[src/rtl/multiplexor_barrido.sv]
// multiplexor_barrido: registered N-to-1 multiplexer with MANUAL and BARRIDO (scan) modes.
// Optional macro SALIDA_PARIDAD_EN adds the registered even-parity output Paridad.
module multiplexor_barrido #(
  parameter int ANCHO       = 3,
  parameter int CANALES     = 4,
  parameter int PERMANENCIA = 2,
  localparam int SEL_W      = ($clog2(CANALES) > 1) ? $clog2(CANALES) : 1
) (
  input  logic                     clk,
  input  logic                     rst_n,
  input  logic [CANALES*ANCHO-1:0] Entradas,
  input  logic [SEL_W-1:0]         Selector,
  input  logic                     Modo,
  input  logic                     Habilitar,
  output logic [ANCHO-1:0]         Salida,
  output logic [SEL_W-1:0]         Canal,
  output logic                     Valido,
  output logic                     Fin_Barrido
`ifdef SALIDA_PARIDAD_EN
  ,
  output logic                     Paridad
`endif
);

  localparam int unsigned NSEL  = 2 ** SEL_W;
  localparam int          CNT_W = (PERMANENCIA > 1) ? $clog2(PERMANENCIA) : 1;

  typedef enum logic {MANUAL, BARRIDO} estado_t;

  estado_t          estado, estado_n;
  logic [SEL_W-1:0] ptr, ptr_n;
  logic [CNT_W-1:0] cnt, cnt_n;
  logic [ANCHO-1:0] salida_n;
  logic [SEL_W-1:0] canal_n;
  logic             valido_n;
  logic             fin_n;

  // Channel table padded to the full selector range; unused slots read as zero
  // and are flagged invalid so an out-of-range Selector is easy to detect.
  logic [ANCHO-1:0] ch [NSEL];
  logic [NSEL-1:0]  sel_ok;

  // Unpack the flat input bus into the padded channel table
  always_comb begin
    for (int unsigned i = 0; i < NSEL; i++) begin
      ch[i]     = '0;
      sel_ok[i] = 1'b0;
    end
    for (int unsigned i = 0; i < CANALES; i++) begin
      ch[i]     = Entradas[i*ANCHO +: ANCHO];
      sel_ok[i] = 1'b1;
    end
  end

  // Next-state, pointer/counter and output selection
  always_comb begin
    estado_n = estado;
    ptr_n    = ptr;
    cnt_n    = cnt;
    salida_n = Salida;
    canal_n  = Canal;
    valido_n = 1'b0;
    fin_n    = 1'b0;
    if (Habilitar) begin
      if (!Modo) begin
        // MANUAL output, also used on the BARRIDO -> MANUAL edge
        estado_n = MANUAL;
        if (sel_ok[Selector]) begin
          salida_n = ch[Selector];
          canal_n  = Selector;
          valido_n = 1'b1;
        end else begin
          salida_n = '0;
        end
      end else if (estado == MANUAL) begin
        estado_n = BARRIDO;
        ptr_n    = '0;
        cnt_n    = '0;
        salida_n = ch[0];
        canal_n  = '0;
        valido_n = 1'b1;
      end else begin
        if (cnt == CNT_W'(PERMANENCIA - 1)) begin
          cnt_n = '0;
          if (ptr == SEL_W'(CANALES - 1)) begin
            ptr_n = '0;
            fin_n = 1'b1;
          end else begin
            ptr_n = ptr + 1'b1;
          end
        end else begin
          cnt_n = cnt + 1'b1;
        end
        salida_n = ch[ptr_n];
        canal_n  = ptr_n;
        valido_n = 1'b1;
      end
    end
  end

  // State and registered outputs, asynchronous active-low reset
  always_ff @(posedge clk or negedge rst_n) begin
    if (!rst_n) begin
      estado      <= MANUAL;
      ptr         <= '0;
      cnt         <= '0;
      Salida      <= '0;
      Canal       <= '0;
      Valido      <= 1'b0;
      Fin_Barrido <= 1'b0;
    end else begin
      estado      <= estado_n;
      ptr         <= ptr_n;
      cnt         <= cnt_n;
      Salida      <= salida_n;
      Canal       <= canal_n;
      Valido      <= valido_n;
      Fin_Barrido <= fin_n;
    end
  end

`ifdef SALIDA_PARIDAD_EN
  // Even parity of the value loaded into Salida; salida_n holds when disabled
  always_ff @(posedge clk or negedge rst_n) begin
    if (!rst_n) Paridad <= 1'b0;
    else        Paridad <= ^salida_n;
  end
`endif

endmodule
[config.mk]
export PLATFORM = sky130hd
export DESIGN_NAME = multiplexor_barrido
export DESIGN_NICKNAME = d
export VERILOG_FILES = /design/src/rtl/multiplexor_barrido.sv
export SDC_FILE = /design/constraint.sdc
export NUM_CORES = 1
export LEC_CHECK = 0
export CORE_MARGIN = 1
export CORE_UTILIZATION = 40
export CTS_CLUSTER_DIAMETER = 50
export CTS_CLUSTER_SIZE = 40
export DETAILED_ROUTE_END_ITERATION = 6
export PLACE_DENSITY = 0.72
export REMOVE_ABC_BUFFERS = 1
export SLEW_MARGIN = 20
export SYNTH_ARGS = -nofsm -noshare
export SYNTH_HDL_FRONTEND = slang
export SYNTH_SLANG_ARGS = --single-unit
[constraint.sdc]
create_clock -name clk -period 2.11 [get_ports clk]
set_clock_uncertainty 0.2 [all_clocks]
set_input_delay 0.211 -clock clk [delete_from_list [all_inputs] [get_ports clk]]
set_output_delay 0.211 -clock clk [all_outputs]
set_load 0.01 [all_outputs]
# Word level (Yosys, flattened, before mapping)
# Cells that the tools add are included.
word_totals:
  ramBits: 0
  latch_bits: 0
  mem_count: 0
  mem_bits_ro: 0
  register_bits: 11
  output_inout_bits: 7
classes:
  n_div: 0
  shifts: 0
  n_mul: 0
  n_addsub: 2
  n_mux: 30
  reduce_logical: 3
  order_cmp: 3
  n_bitwise: 2
  eq_ne: 1
ops:
  columns: ["op", "n"]
  rows:
  - ["$mux W3", 7]
  - ["$mux W2", 8]
  - ["$bmux W3 S2", 2]
  - ["$mux W1", 12]
  - ["$ge A3 B3 Y1 const B", 2]
  - ["$not A2 Y3", 2]
  - ["$reduce_and A2 Y1", 2]
  - ["$lt A2 B3 Y1 const B", 1]
  - ["$add A2 B1 Y2 const B", 1]
  - ["$bmux W1 S2", 1]
  - ["$eq A2 B2 Y1 const B", 1]
  - ["$reduce_bool A2 Y1", 1]
  - ["$add A1 B1 Y1 const B", 1]

# Longest topological paths before layout
# Gate-level depths: netlist of run 1.
depth:
  ltp_word: 12
  depth_mapped: 5
  mapped_depth_nobuf: 5

# Least setup slack after synthesis of run 1
# No wires, ideal clock.
synth_path:
  path_type: "reg2reg"
  from: "reg ptr[0]"
  to: "reg Salida[2]"
  path_slack_ns: 0.073
  arrival_time_ns: 1.714
  stages_incl_launch_ff: 6
  t_required_ns: 1.786
  setup_ns: 0.124
  cell_sequence: "dfrtp_1 ha_1 or3b_4 nand2_4 mux4_2 a2bb2oi_2"
synth_between:
  elab_chain_cells: 12
  word_cells_on_any_way: 13
  classes_between: "1 x add/sub; 1 x eq/ne; 10 x mux; 1 x bitwise"
synth_rtl:
  columns: ["item", "line_no", "source"]
  rows:
  - ["from (decl)", "31", "logic [SEL_W-1:0] ptr, ptr_n;"]
  - ["from (signal assigned)", "113", "ptr <= ptr_n;"]
  - ["$add A2 B1 Y2 or $eq A2 B2 Y1 (tied branches)", "89, 85", null]
  - ["$mux W2", "85", "if (ptr == SEL_W'(CANALES - 1)) begin"]
  - ["$mux W2 *", "83", "if (cnt == CNT_W'(PERMANENCIA - 1)) begin"]
  - ["$mux W2 *", "75", "end else if (estado == MANUAL) begin"]
  - ["$mux W2 *", "65", "if (!Modo) begin"]
  - ["$mux W2 *", "64", "if (Habilitar) begin"]
  - ["$not A2 Y3 (implied by the code) *", "94", "salida_n = ch[ptr_n];"]
  - ["$bmux W3 S2 *", "94", null]
  - ["$mux W3 (implied by the code) * (2 in a row)", "94", null]
  - ["$mux W3 *", "75", null]
  - ["$mux W3 *", "65", null]
  - ["to (signal assigned)", "115", "Salida <= salida_n;"]
  - ["to (decl)", "15", "output logic [ANCHO-1:0] Salida,"]
# Mark *: on every way between the ends. The rest lies on a longest branch, timed or not. The select of a mux whose other input is x is not followed.
# A chain may end at the register's enable or synchronous reset.

# Worst setup path in the final report of run 1
# Same ends and word-level chain as after synthesis.

==> results of run 1 <==
## power groups by stage
| stage | Clock [W] | Combinational, W | Sequential [W] |
|---|---|---|---|
| after CTS | 0.000151 | 0.000234 | 0.000247 |
| after global placement | 0 | 0.000229 | 0.000250 |
| after detailed placement | 0 | 0.000233 | 0.000251 |
| final | 0.000148 | 0.000233 | 0.000247 |
| after global routing | 0.000159 | 0.000256 | 0.000251 |
| after floorplan | 0 | 0.000113 | 0.000265 |
## cells by family after synthesis
| kind of cell | Yosys count |
|---|---|
| mux | 9 |
| compound gates | 18 |
| fa+ha+maj | 1 |
| flops | 11 |
| buf+inv | 6 |
| simple gates | 35 |
## per-stage QoR
step	worst slack, ps	cells	area, sq um	setup TNS [ps]	total power, W
after global placement	93.9	128	1040	0	0.000479
after floorplan	-45.1	75	737	-45.1	0.000378
final	92.1	132	1070	0	0.000628
after global routing	30.4	132	1070	0	0.000666
after detailed placement	89.5	128	1040	0	0.000484
after CTS	65.0	132	1060	0	0.000632
## how the worst min path moves through the flow
stage / startpoint / end / slack [ps] / cells after the start
after CTS: rst_n / ptr[0] / 90 / 1
after global placement: Canal[1] / Canal[1] / 310 / 2
final: rst_n / ptr[0] / 80 / 1
after global routing: rst_n / ptr[1] / 110 / 1
after detailed placement: Canal[0] / Canal[0] / 320 / 2
after floorplan: rst_n / Canal[0] / -280 / 0
## registers in the layout, indices dropped and copies added (netlist names)
signal and count:
Salida 3, estado 1, Fin_Barrido 1, Canal 2
Valido 1, ptr 2, cnt 1
## cells in the mapped netlist
cell type,n,area share
sky130_fd_sc_hd__a2bb2oi_2,1,0.020
sky130_fd_sc_hd__ha_1,1,0.016
sky130_fd_sc_hd__or3_1,2,0.016
sky130_fd_sc_hd__buf_6,1,0.015
sky130_fd_sc_hd__nand2b_1,3,0.025
sky130_fd_sc_hd__or2b_2,1,0.011
sky130_fd_sc_hd__nand2_4,1,0.015
sky130_fd_sc_hd__a31o_2,2,0.023
sky130_fd_sc_hd__nand3_1,5,0.033
sky130_fd_sc_hd__nand2_1,6,0.029
sky130_fd_sc_hd__a21oi_1,4,0.026
sky130_fd_sc_hd__nor2_1,12,0.059
sky130_fd_sc_hd__a31oi_1,1,0.0082
sky130_fd_sc_hd__inv_1,1,0.0049
sky130_fd_sc_hd__o21ai_0,5,0.033
sky130_fd_sc_hd__nor3b_1,1,0.0098
sky130_fd_sc_hd__clkbuf_1,3,0.015
sky130_fd_sc_hd__mux2_2,2,0.029
sky130_fd_sc_hd__buf_2,1,0.0065
sky130_fd_sc_hd__o211ai_1,5,0.049
sky130_fd_sc_hd__and2_1,1,0.0082
sky130_fd_sc_hd__mux4_2,4,0.12
sky130_fd_sc_hd__mux2i_1,3,0.039
sky130_fd_sc_hd__or3b_4,1,0.015
sky130_fd_sc_hd__nor2b_1,2,0.016
sky130_fd_sc_hd__dfrtp_1,11,0.36
## layer usage
metal	wire length (um)	up-vias
met3	121	4
met2	826	29
met4	27	0
met5	0	-
met1	786	328
li1	-	345
## placed cells by master, fill, tap and decap left out, drive strengths merged
cell type / Yosys / routed
clkdlybuf4s50: 0 / 24
nor2: 12 / 12
dfrtp: 11 / 11
nand2: 7 / 7
nand3: 5 / 5
o211ai: 5 / 5
o21ai: 5 / 5
mux4: 4 / 4
a21oi: 4 / 4
buf: 2 / 4
clkbuf: 3 / 4
nand2b: 3 / 3
mux2i: 3 / 3
mux2: 2 / 2
nor2b: 2 / 2
or3: 2 / 2
a31o: 2 / 2
or3b: 1 / 1
or2b: 1 / 1
a2bb2oi: 1 / 1
inv: 1 / 1
and2: 1 / 1
a31oi: 1 / 1
nor3b: 1 / 1
ha: 1 / 1
## critical path, stage by stage (launching register included)
cell,delay (ps)
sky130_fd_sc_hd__dfrtp_1,390
sky130_fd_sc_hd__buf_4,170
sky130_fd_sc_hd__or3b_4,430
sky130_fd_sc_hd__nand2_4,80
sky130_fd_sc_hd__mux4_2,500
sky130_fd_sc_hd__a2bb2oi_2,140
## area by class of cell
cell class / count / area (sq um)
fillers: 159 / 697
multi-input cells: 63 / 460
flip-flops and latches: 11 / 275
repair buffers: 28 / 270
well taps: 25 / 31.3
clock buffers: 4 / 26.3
inverters: 1 / 3.75
## what timing repair did
item                                    4_1_cts  5_1_grt
buffers inserted                              0        0
gates resized for setup                       0        1
endpoints found under the setup margin        0        1
==> results by stage, run 1 <==
Logic synthesis:
- The post-synthesis compound-gate area fraction came to 0.159.
- The sequential area share after synthesis is 0.360.
- Dividing the synthesized area by the synthesized cell count gives around 9.6 sq um.
- The adder-cell share of the synthesized area is 0.0164.
- Of the total synthesized cell area, the portion taken by XOR and XNOR cells is 0.
- After synthesis the netlist holds a flip-flop and latch count of 11.
- The dominant combinational cell family by area after synthesis is simple AND/OR/NAND/NOR gates.
- The mux share of post-synthesis cell area is 0.187.
- The number of instances in the synthesized netlist is 80.
- The area of the mapped netlist is 764 sq um.
- The share of synthesized cell area in and, or, nand and nor gates is 0.237.
- After synthesis, the netlist uses 26 different library cells.
- The Yosys step of the flow raised 0 warnings.

Route:
- The sum of routed wire length over all layers is around 1.8 mm.
- For this run, the detailed router's first-pass iteration total came to 4.
- For this run, design rule violations remaining after detail routing come to 0.
- The number of routed nets with antenna violations is 0.
- The first routing iteration left 8 violations.
- In the routed layout, each cell is associated on average with a via count of roughly 5.3.
- Across all layers, the routed design uses 706 vias.
- The detailed-route wire length per cell is approximately 13 um.

Power and ir drop:
- Power spread over the standard cell area amounts to ~590 nW/um^2.
- The analysis attributes to cell leakage a power of 0.425 nW.
- Of the total power, the share spent switching nets is 0.305.
- Of the total power, registers draw 0.394.
- The analysis attributes to net switching a power of about 0.00019 W.
- VDD sags by at most roughly 0.3 mV.
- The internal power is 0.000436 W.
- The part of the power in the clock network is 0.235.
- The combinational share of power is 0.371.

Timing:
- The actual slew at the worst max-slew pin is between 500 and 600 ps.
- The final hold violation count is 0.
- The maximum frequency from static timing analysis is 496 MHz.
- Hold is met by 78.6 ps.
- Setup repair after global routing left no endpoint under its margin.
- The worst max-slew margin expressed relative to the limit is 0.657.
- The total count of max-transition violations in the final report is 0.
- Setup violations remaining at the end of the flow were counted as 0.
- Dividing the final minimum period by the clock period gives 0.956.
- The final critical delay including setup and external delays is approximately 2000 ps.

Die:
- The area of the die is roughly 2100 sq um.
- The initial utilization of the core area, before any placement, comes to 0.433.
- The area of the core is between 1500 and 2000 sq um.
- In this run the core area contains 15 standard-cell rows.
- The number of top-level pins is 25.
- The vertical die dimension is 45.7 um.
- Measured along the x axis, the die boundary spans 45.7 um.

Worst setup path:
- For the worst setup path, the data required time is slightly above 2000 ps.
- The critical path arrival is between 1500 and 2000 ps.
- In this run the worst path has a maximum fanout of 10.
- The reg-to-reg startpoint is ptr[0].
- The critical path is of the flip-flop to flip-flop type.
- The end of the worst register-to-register path is Salida[2].
- Measured in cells, the most critical reg-to-reg path has a length of 5.
- The capturing element type of the critical path is a flip-flop.
- In this run the register-to-register setup slack is approximately 90 ps.
- In this run the worst setup path begins at ptr[0].
- STA classifies the critical path startpoint as a flip-flop.
- In this run the worst setup path terminates at Salida[2].

Cells and area:
- The share of post-route cells with drive strength above 1 is 0.187.
- For this run, the share of the core covered by cells in the final layout is 0.605.
- The final layout net count is about 130.
- Compared with the post-synthesis result, the final layout area differs by 39.6%.
- The number of antenna diodes in the final layout is 0.

GRT:
- For met3 alone, demand over resource in global routing was 0.0635.
- The global-route usage over all layers is 0.202.
- In the global route stage, met1 resource usage came out at 0.256.
- Entering global routing, the biggest net connects 12 pins.
- The number of global-route vias before repair is 688.
- The wire length of the first global-routing pass is about 3 mm.
- The met2 track demand over resource in global routing is 0.331.
- met2 is the most crowded layer.
- The number of antenna violations at the first check in global routing was 0.
- Global routing finished with a remaining overflow of 0.

Job:
- The max-cap violation count is 0.

Clocking:
- The count of hold buffers inserted by post-cts repair is 0.
- Clock latency on the worst-skew pair, taken at its later pin, is ~270 ps.
- For this design, the sink count on the clock tree is 11.
- The number of buffers added by the clock tree synthesis step is 3.
- Counting along the longest clock path gives a buffer depth of 2.
- The TritonCTS clock tree is yes.
- After clock tree synthesis, the clock-pin slew on the worst setup and hold paths is 70 ps.
- In this run the number of H-tree levels came out at 1.
- The root buffer cell is sky130_fd_sc_hd__clkbuf_4.

Place:
- Routability-driven placement finished with a final weighted congestion of just over 0.9.
- The number of input and output port buffers inserted is 24.
- The HPWL after detailed placement is around 1.4 mm.

Status:
- The run finished with clean final reports.

Min path:
- The type of the tightest min-delay check is input port to async pin.
No activity file was read; power rests on OpenSTA's default activity.
==> run 2, diff against run 1 <==
Settings changed: SKIP_CTS_REPAIR_TIMING from default to 1.
==> results of run 2 <==
The final DEF is identical to that of run 1; final timing and power are the same.
